$ cat src/rtl/boss_pkg.sv
// boss_pkg: shared state/direction types and default arena geometry for the boss mover
package boss_pkg;
    localparam int SCREEN_W        = 800;
    localparam int SCREEN_H        = 480;
    localparam int BOSS_H          = 44;
    localparam int BOSS_MARGIN     = 100;
    localparam int DEF_COORD_W     = 12;
    localparam int DEF_GROUND_Y    = SCREEN_H - BOSS_H;
    localparam int DEF_JUMP_HEIGHT = 350;
    localparam int DEF_RISE_SPEED  = 9;
    localparam int DEF_FALL_SPEED  = 9;
    localparam int DEF_MOVE_STEP   = 5;
    localparam int DEF_WAIT_TICKS  = 30;
    localparam int DEF_X_MIN       = BOSS_MARGIN;
    localparam int DEF_X_MAX       = SCREEN_W - BOSS_MARGIN;
    localparam int DEF_START_X     = 600;

    typedef enum logic [1:0] {
        WAIT = 2'd0,
        RISE = 2'd1,
        FALL = 2'd2
    } boss_state_t;

    typedef enum logic [1:0] {
        NONE  = 2'd0,
        LEFT  = 2'd1,
        RIGHT = 2'd2
    } boss_dir_t;
endpackage

$ cat src/rtl/boss_target_sel.sv
// boss_target_sel: combinational argmax over player aggro, ties resolved to the lowest index
module boss_target_sel #(
    parameter int NUM_PLAYERS = 2,
    parameter int COORD_W     = 12
) (
    input  logic [NUM_PLAYERS-1:0][COORD_W-1:0] player_x,
    input  logic [NUM_PLAYERS-1:0][3:0]         player_aggro,
    output logic [COORD_W-1:0]                  target_x
);
    logic [3:0] best;

    // strict greater-than keeps the earliest player on equal aggro
    always_comb begin
        best     = player_aggro[0];
        target_x = player_x[0];
        for (int i = 1; i < NUM_PLAYERS; i++) begin
            if (player_aggro[i] > best) begin
                best     = player_aggro[i];
                target_x = player_x[i];
            end
        end
    end
endmodule

$ cat src/rtl/boss_motion_ctrl.sv
// boss_motion_ctrl: aggro-targeted WAIT/RISE/FALL jumping boss mover; define BOSS_ENRAGE_EN for enrage speed-up
module boss_motion_ctrl
    import boss_pkg::*;
#(
    parameter int NUM_PLAYERS = 2,
    parameter int COORD_W     = DEF_COORD_W,
    parameter int GROUND_Y    = DEF_GROUND_Y,
    parameter int JUMP_HEIGHT = DEF_JUMP_HEIGHT,
    parameter int RISE_SPEED  = DEF_RISE_SPEED,
    parameter int FALL_SPEED  = DEF_FALL_SPEED,
    parameter int MOVE_STEP   = DEF_MOVE_STEP,
    parameter int WAIT_TICKS  = DEF_WAIT_TICKS,
    parameter int X_MIN       = DEF_X_MIN,
    parameter int X_MAX       = DEF_X_MAX,
    parameter int START_X     = DEF_START_X
) (
    input  logic                                clk,
    input  logic                                rst,
    input  logic                                frame_tick,
    input  logic [1:0]                          game_active,
    input  logic [NUM_PLAYERS-1:0][COORD_W-1:0] player_x,
    input  logic [NUM_PLAYERS-1:0][3:0]         player_aggro,
    input  logic                                enrage,
    output logic [COORD_W-1:0]                  boss_x,
    output logic [COORD_W-1:0]                  boss_y,
    output boss_state_t                         boss_state,
    output logic                                landed
);
    localparam int PEAK = GROUND_Y - JUMP_HEIGHT;
    localparam int CW   = $clog2(WAIT_TICKS + 2);
    localparam int XW   = COORD_W + 1;

    logic [COORD_W-1:0] target_x;
    boss_state_t        state_nxt;
    boss_dir_t          dir, dir_nxt;
    logic [CW-1:0]      cnt, cnt_nxt, reload;
    logic [COORD_W-1:0] x_nxt, y_nxt, x_left, x_right;
    logic [XW-1:0]      step, x_ext, y_ext;
    logic               landed_nxt, run, rise_more, fall_more;

    boss_target_sel #(
        .NUM_PLAYERS(NUM_PLAYERS),
        .COORD_W    (COORD_W)
    ) u_sel (
        .player_x    (player_x),
        .player_aggro(player_aggro),
        .target_x    (target_x)
    );

    assign run = frame_tick && game_active == 2'd1;

`ifdef BOSS_ENRAGE_EN
    assign step   = enrage ? XW'(2 * MOVE_STEP) : XW'(MOVE_STEP);
    assign reload = enrage ? CW'(WAIT_TICKS / 2) : CW'(WAIT_TICKS);
`else
    logic unused_enrage;
    assign unused_enrage = enrage;
    assign step   = XW'(MOVE_STEP);
    assign reload = CW'(WAIT_TICKS);
`endif

    assign x_ext     = {1'b0, boss_x};
    assign y_ext     = {1'b0, boss_y};
    assign rise_more = y_ext > XW'(PEAK + RISE_SPEED);
    assign fall_more = y_ext + XW'(FALL_SPEED) < XW'(GROUND_Y);
    assign x_left    = (x_ext < XW'(X_MIN) + step) ? COORD_W'(X_MIN) : COORD_W'(x_ext - step);
    assign x_right   = (x_ext + step > XW'(X_MAX)) ? COORD_W'(X_MAX) : COORD_W'(x_ext + step);

    // state and datapath registers; game_active==0 acts as a second synchronous reset
    always_ff @(posedge clk) begin
        if (rst || game_active == 2'd0) begin
            boss_state <= WAIT;
            dir        <= NONE;
            cnt        <= '0;
            boss_x     <= COORD_W'(START_X);
            boss_y     <= COORD_W'(GROUND_Y);
            landed     <= 1'b0;
        end else begin
            boss_state <= state_nxt;
            dir        <= dir_nxt;
            cnt        <= cnt_nxt;
            boss_x     <= x_nxt;
            boss_y     <= y_nxt;
            landed     <= landed_nxt;
        end
    end

    // phase transitions: takeoff when the pause expires, apex and touchdown by y limits
    always_comb begin
        state_nxt = boss_state;
        if (run) begin
            case (boss_state)
                WAIT:    state_nxt = (cnt == '0) ? RISE : WAIT;
                RISE:    state_nxt = rise_more ? RISE : FALL;
                FALL:    state_nxt = fall_more ? FALL : WAIT;
                default: state_nxt = WAIT;
            endcase
        end
    end

    // per-tick motion: pause countdown, direction latch at takeoff, y profile, clamped x travel
    always_comb begin
        dir_nxt    = dir;
        cnt_nxt    = cnt;
        x_nxt      = boss_x;
        y_nxt      = boss_y;
        landed_nxt = 1'b0;
        if (run) begin
            case (boss_state)
                WAIT: begin
                    if (cnt != '0)
                        cnt_nxt = cnt - CW'(1);
                    else
                        dir_nxt = (target_x < boss_x) ? LEFT : (target_x > boss_x) ? RIGHT : NONE;
                end
                RISE: y_nxt = rise_more ? boss_y - COORD_W'(RISE_SPEED) : COORD_W'(PEAK);
                FALL: begin
                    y_nxt      = fall_more ? boss_y + COORD_W'(FALL_SPEED) : COORD_W'(GROUND_Y);
                    landed_nxt = !fall_more;
                    cnt_nxt    = fall_more ? cnt : reload;
                end
                default: ;
            endcase
            if (boss_state != WAIT)
                x_nxt = (dir == LEFT) ? x_left : (dir == RIGHT) ? x_right : boss_x;
        end
    end
endmodule

$ cat config.mk
export PLATFORM = sky130hd
export DESIGN_NAME = boss_motion_ctrl
export DESIGN_NICKNAME = d
export VERILOG_FILES = /design/src/rtl/boss_pkg.sv /design/src/rtl/boss_target_sel.sv /design/src/rtl/boss_motion_ctrl.sv
export SDC_FILE = /design/constraint.sdc
export NUM_CORES = 1
export LEC_CHECK = 0
export BUFFER_PORTS_ARGS = -buffer_cell sky130_fd_sc_hd__buf_2
export CAP_MARGIN = 0
export CORE_MARGIN = 5
export CORE_UTILIZATION = 61
export CTS_CLUSTER_DIAMETER = 50
export DETAILED_ROUTE_END_ITERATION = 12
export GPL_ROUTABILITY_DRIVEN = 1
export GPL_TIMING_DRIVEN = 0
export HOLD_SLACK_MARGIN = 0.03
export PLACE_DENSITY = 0.85
export SYNTH_ARGS = -nofsm -noshare
export SYNTH_HDL_FRONTEND = slang
export SYNTH_SLANG_ARGS = --single-unit
$ cat constraint.sdc
create_clock -name clk -period 7.8 [get_ports clk]
set_input_delay 1.56 -clock clk [delete_from_list [all_inputs] [get_ports clk]]
set_output_delay 1.56 -clock clk [all_outputs]
set_load 0.02 [all_outputs]
## Word-level counts from Yosys, hierarchy flattened

Index checks and enable logic that the tools add are counted.

- Add/subtract/negate cells: 6
- Magnitude comparators: 7
- Eq/ne operators: 7
- Mux-type cells: 17
- Bitwise operators: 3
- Reductions and logical operators: 16

Operators with widths:

| cell | count |
|---|---|
| 2-to-1 mux 12 bit | 7 |
| case mux 12 bit (2 select lines) | 1 |
| adder 12 x 3 -> 13 bit (second input constant) | 1 |
| adder 12 x 4 -> 13 bit (second input constant) | 1 |
| > comparator 13 x 10 -> 1 bit (second input constant) | 1 |
| < comparator 13 x 9 -> 1 bit (second input constant) | 1 |
| adder 12 x 4 -> 12 bit (second input constant) | 1 |
| > comparator 12 bit | 1 |
| > comparator 12 x 7 -> 1 bit (second input constant) | 1 |
| < comparator 12 bit | 1 |
| < comparator 12 x 7 -> 1 bit (second input constant) | 1 |
| subtractor 12 x 3 -> 12 bit (second input constant) | 1 |
| subtractor 12 x 4 -> 12 bit (second input constant) | 1 |
| 2-to-1 mux 5 bit | 2 |
| case mux 5 bit (2 select lines) | 1 |
| 2-to-1 mux 2 bit | 4 |
| nonzero test 2 bit | 4 |
| equality test 2 x 1 -> 1 bit (second input constant) | 3 |
| case mux 2 bit (3 select lines) | 1 |
| AND reduction 3 bit | 2 |
| zero test 5 bit | 1 |
| nonzero test 5 bit | 1 |
| subtractor 5 x 1 -> 5 bit (second input constant) | 1 |
| equality test 2 bit (second input constant) | 2 |
| other kinds (11) | 15 |

- Register bits after elaboration: 34
- Output and inout bits: 27
- Word-level logic and storage cells: 62

## Depth between registers and ports, before layout

- Depth in word-level cells: 5
- Mapped depth: 17

## Hierarchy

A second synthesis with hierarchy kept.

- Cell total of the unflattened synthesis: 460
- Area total of the unflattened synthesis: 3412.0 um2

Modules (own cells, without submodules):

| module | times used | cells an instance | area an instance (um2) | seq. area each (um2) |
|---|---|---|---|---|
| boss_motion_ctrl | 1 | 434 | 3146.8 | 680.7 |
| boss_target_sel | 1 | 26 | 265.3 | 0.0 |

## Worst setup path before layout

OpenSTA, ideal clock, no wires.

- Path kind: input to register
- Start point: in player_aggro[1] in the netlist's numbering
- End point: reg dir[1]
- Data arrival time: 4.405 ns
- Required time: 7.683 ns
- Setup slack: 3.278 ns
- Stages on the path: 16
- Path buffers: 1
- Cells stage by stage: inv_1 > ha_1 > nor2b_1 > o21ai_0 > nand2b_1 > a21oi_1 > a41o_1 > clkbuf_1 > mux2_2 > ha_1 > a21o_1 > a21o_1 > a21oi_1 > o21ai_0 > a31o_2 > a32o_1

- Word-level cells in the longest chain between the ends: 5

RTL lines:

| element | line | source |
|---|---|---|
| start: declaration | boss_motion_ctrl.sv:22 | `input logic [NUM_PLAYERS-1:0][3:0] player_aggro,` |
| > comparator 4 bit (*) | boss_target_sel.sv:17 | `if (player_aggro[i] > best) begin` |
| 2-to-1 mux 12 bit (*) | boss_target_sel.sv:17 |  |
| > comparator 12 bit | boss_motion_ctrl.sv:114 | `dir_nxt = (target_x < boss_x) ? LEFT : (target_x > boss_x) ? RIGHT : NONE;` |
| 2-to-1 mux 2 bit | boss_motion_ctrl.sv:114 |  |
| 2-to-1 mux 2 bit (*) | boss_motion_ctrl.sv:114 |  |
| end signal: assignment | boss_motion_ctrl.sv:80 | `dir <= dir_nxt;` |
| end: declaration | boss_motion_ctrl.sv:35 | `boss_dir_t dir, dir_nxt;` |

Mark *: on every way between the ends. The rest lies on a longest branch, timed or not.
A chain may end at the register's enable or synchronous reset.

## Worst setup path in the final report

- Start point: in player_aggro[1] in the netlist's numbering
- End point: reg dir[0]

- Word-level cells in the longest chain between the ends: 4

RTL lines:

| element | line |
|---|---|
| > comparator 4 bit | boss_target_sel.sv:17 |
| 2-to-1 mux 12 bit | boss_target_sel.sv:17 |
| < comparator 12 bit | boss_motion_ctrl.sv:114 |
| 2-to-1 mux 2 bit | boss_motion_ctrl.sv:114 |

Every way passes these cells.

==> results.cfg <==
[cells_and_area]
antenna_cells = 0
drive_gt1_share_pct = 23.12
regArea_sq_um = 680.7
fin_nets = 570
syn2layout_area_growth_pct = 14.86
final_cell_area_sq_um = 3839
n_fill_cell = 471
multiInputGateArea_sq_um = 2409

[clock_network]
hold_buffers = 0
cts_buffers = 5
cts_buffer_depth = 2
clk_pin_slew_ns = 0.08
cts-resized-gates = 0
cts_max_level = 2
insertion_delay_ns = 0.29
cts_root_buffer = clkbuf_8
cts_tree = yes
cts_sinks = 34
postCtsSetupRepairBufs = 0

[routing]
met2_length_microns = 4520
firstDrtPassIters = 6
topRoutingLayerUsed = met4
met3_wirelength_microns = 977
drtIter0Drc = 472
drc_errors = 0
wire_per_inst_microns = 17.01
ant_nets = 0
wirelength_microns = 9834
vias = 3726
vias_per_cell = 6.446
m1WireLength_microns = 4137

[yosys]
synth_common_cells = dfxtp_1, o21ai_0, nand2_1
syn_nets = 500
synth-edff-count = 0
synth_area_sq_um = 3342
syn_inst = 435
yosysTopAreaCell = dfxtp_1
avgSynthCellArea_sq_um = 7.683
ys_async_sr_fraction_pct = 0
synth.most_common_cell = dfxtp_1
netlist.area_leader.share_pct = 20.37
synth-seq-area-share_pct = 20.37
synth_warnings = 0
synthTopCellsByArea = dfxtp_1, ha_1, o21ai_0
synth-seq-cells = 34
ys_types = 77
synth_ff_type = dfxtp_1

[placed_design]
place_area_sq_um = 3747
place_hpwl_microns = 7358
dp_slack_ns = 2.755
port_buffers = 63
place_congestion = 0.9650

[floorplan]
die_h_microns = 84.02
start_util_pct = 61.83
die_x_microns = 84.02
rows = 27
io_pins = 65
die_area_sq_um = 7059
core_sq_um = 5405

[timing]
setup_viol = 0
period_share_pct = 60.92
layout_min_cycle_time_ns = 4.752
hold_viol_final = 0
slew_headroom_pct = 58.00
finalMaxSlewViolations = 0
fin_skew_ns = 0.009031
final_critical_path_setup_slack_ns = 3.048
fmax_ghz = 0.2104
finalSetupTns_ns = 0
rsz0062_at_grt = no
tightest_slew_ns = 0.6276

[worst_hold_path]
hold_end = cnt[4]$_SDFFE_PP0P_
hold_path.class = flop to flop
hold_path_depth = 2
worstHoldStart = cnt[4]$_SDFFE_PP0P_

[global_route]
grt.total_usage_pct = 26.95
grt_first_pass_wirelength_microns = 16040
grt_pass1_vias = 3475
grt_overflow = 0
grt_max_degree = 11
antenna_found_initial = 0

[critical_path]
cp-end-kind = flop
startpoint_type = primary input
reg2reg_from = boss_x[0]$_SDFFE_PP0P_
cp_max_fo = 10
crit_type = primary input to flop
cp.arrival_ns = 4.94
crit_required_ns = 7.99
reg2reg_depth = 9
r2r_slack_ns = 5.13
worstReg2RegEnd = boss_x[6]$_SDFFE_PP1P_

[pwr]
p_comb_share_pct = 17.3
finalPower_uw = 381.8
p_leak_uw = 0.001591
vdd_drop_max_mv = 0.09899
netSwitchingPower_uw = 105.0
powerDensity_nw_per_um2 = 99.46
p_seq_share_pct = 45.9
swShare_pct = 27.50
clockPowerShare_pct = 36.8
power.internal_uw = 276.8

[flow_run]
maxCapViolations = 0

[outcome]
status = finished, final reports clean
power groups by stage:
stage / clock network, uW / logic [uW] / registers, uW
after floorplan: 0 / 43.4 / 180
after global placement: 0 / 62.0 / 179
after detailed placement: 0 / 65.2 / 179
after CTS: 141 / 65.4 / 175
after global routing: 150 / 73.7 / 175
final: 140 / 66.0 / 175
cell families (layout without fill, tap and decap cells):
kind of cell / count (synthesis) / in the layout / share of synthesized area (%)
multiplexers: 16 / 16 / 5.279
buffers and inverters: 59 / 130 / 7.562
AO/OA/AOI/OAI: 141 / 141 / 29.69
adder cells (fa/ha/maj): 27 / 27 / 10.11
flip-flops: 34 / 34 / 20.37
XOR/XNOR: 10 / 10 / 2.621
AND/OR/NAND/NOR: 148 / 148 / 24.37
critical path: stages:
cell and delay, ns:
buf_2 0.08, inv_1 0.03, ha_1 0.29, nor2b_1 0.14
o21ai_0 0.15, nand2b_1 0.08, a21oi_1 0.14, a41o_1 0.17
clkbuf_1 0.42, mux2_2 0.40, ha_1 0.30, nor2b_1 0.16
o21ai_0 0.14, nand2b_1 0.07, a21oi_1 0.12, o21ai_0 0.11
a31o_2 0.28, a221oi_1 0.28
layout make-up:
type                       count  area share [%]
sequential                    34           17.73
clock buffer                   7           2.249
clock inverter                 1          0.1304
inverter                      31           3.031
multi-input combinational    342           62.74
timing repair buffer          63           8.214
tap                           72           2.347
buffer                        28           3.553
metal layers:
metal  vias to the layer above  GRT usage [%]
met2                       253          44.90
met4                         0          8.187
met5                         -              0
met1                      1677          35.42
li1                       1766              -
met3                        30          4.640
stage by stage:
step | cells | utilization [%] | hold WS [ns]
global route | 578 | 71.02 | 0.5236
CTS | 578 | 71.02 | 0.4937
detailed placement | 570 | 69.33 | 0.4806
floorplan | 435 | - | 0.4500
global placement | 570 | 69.33 | 0.4667
finish | 578 | 71.02 | 0.5105
worst max path at each step:
stage / startpoint / to / cells past startpoint
after CTS: player_aggro[1] / dir[0]$_SDFFE_PP0P_ / 18
final: player_aggro[1] / dir[0]$_SDFFE_PP0P_ / 18
after global routing: player_aggro[1] / dir[0]$_SDFFE_PP0P_ / 18
after global placement: player_aggro[1] / dir[0]$_SDFFE_PP0P_ / 17
after floorplan: player_aggro[1] / dir[1]$_SDFFE_PP0P_ / 16
after detailed placement: player_aggro[1] / dir[0]$_SDFFE_PP0P_ / 18
flip-flops by register name (all words and copies together), names as in the netlist:
signal,flops
boss_y,12
boss_state,2
cnt,5
boss_x,12
landed,1
dir,2
placed cells by master, fill, tap and decap left out, types with 5 or more instances in the layout:
master,synthesis,routed
nor2_1,30,30
ha_1,27,27
xnor2_1,9,9
nand3_1,14,14
nor4_1,7,7
a221oi_1,5,5
inv_1,30,30
and3_1,6,6
mux2_2,13,13
clkbuf_8,0,6
buf_2,6,69
o21ai_0,33,33
a31oi_1,10,10
nand2b_1,6,6
a21oi_1,29,29
dfxtp_1,34,34
nand2_1,32,32
o211ai_1,9,9
clkbuf_1,17,18
nor3_1,13,13
nand4_1,7,7
No activity file was read; power rests on OpenSTA's default activity.
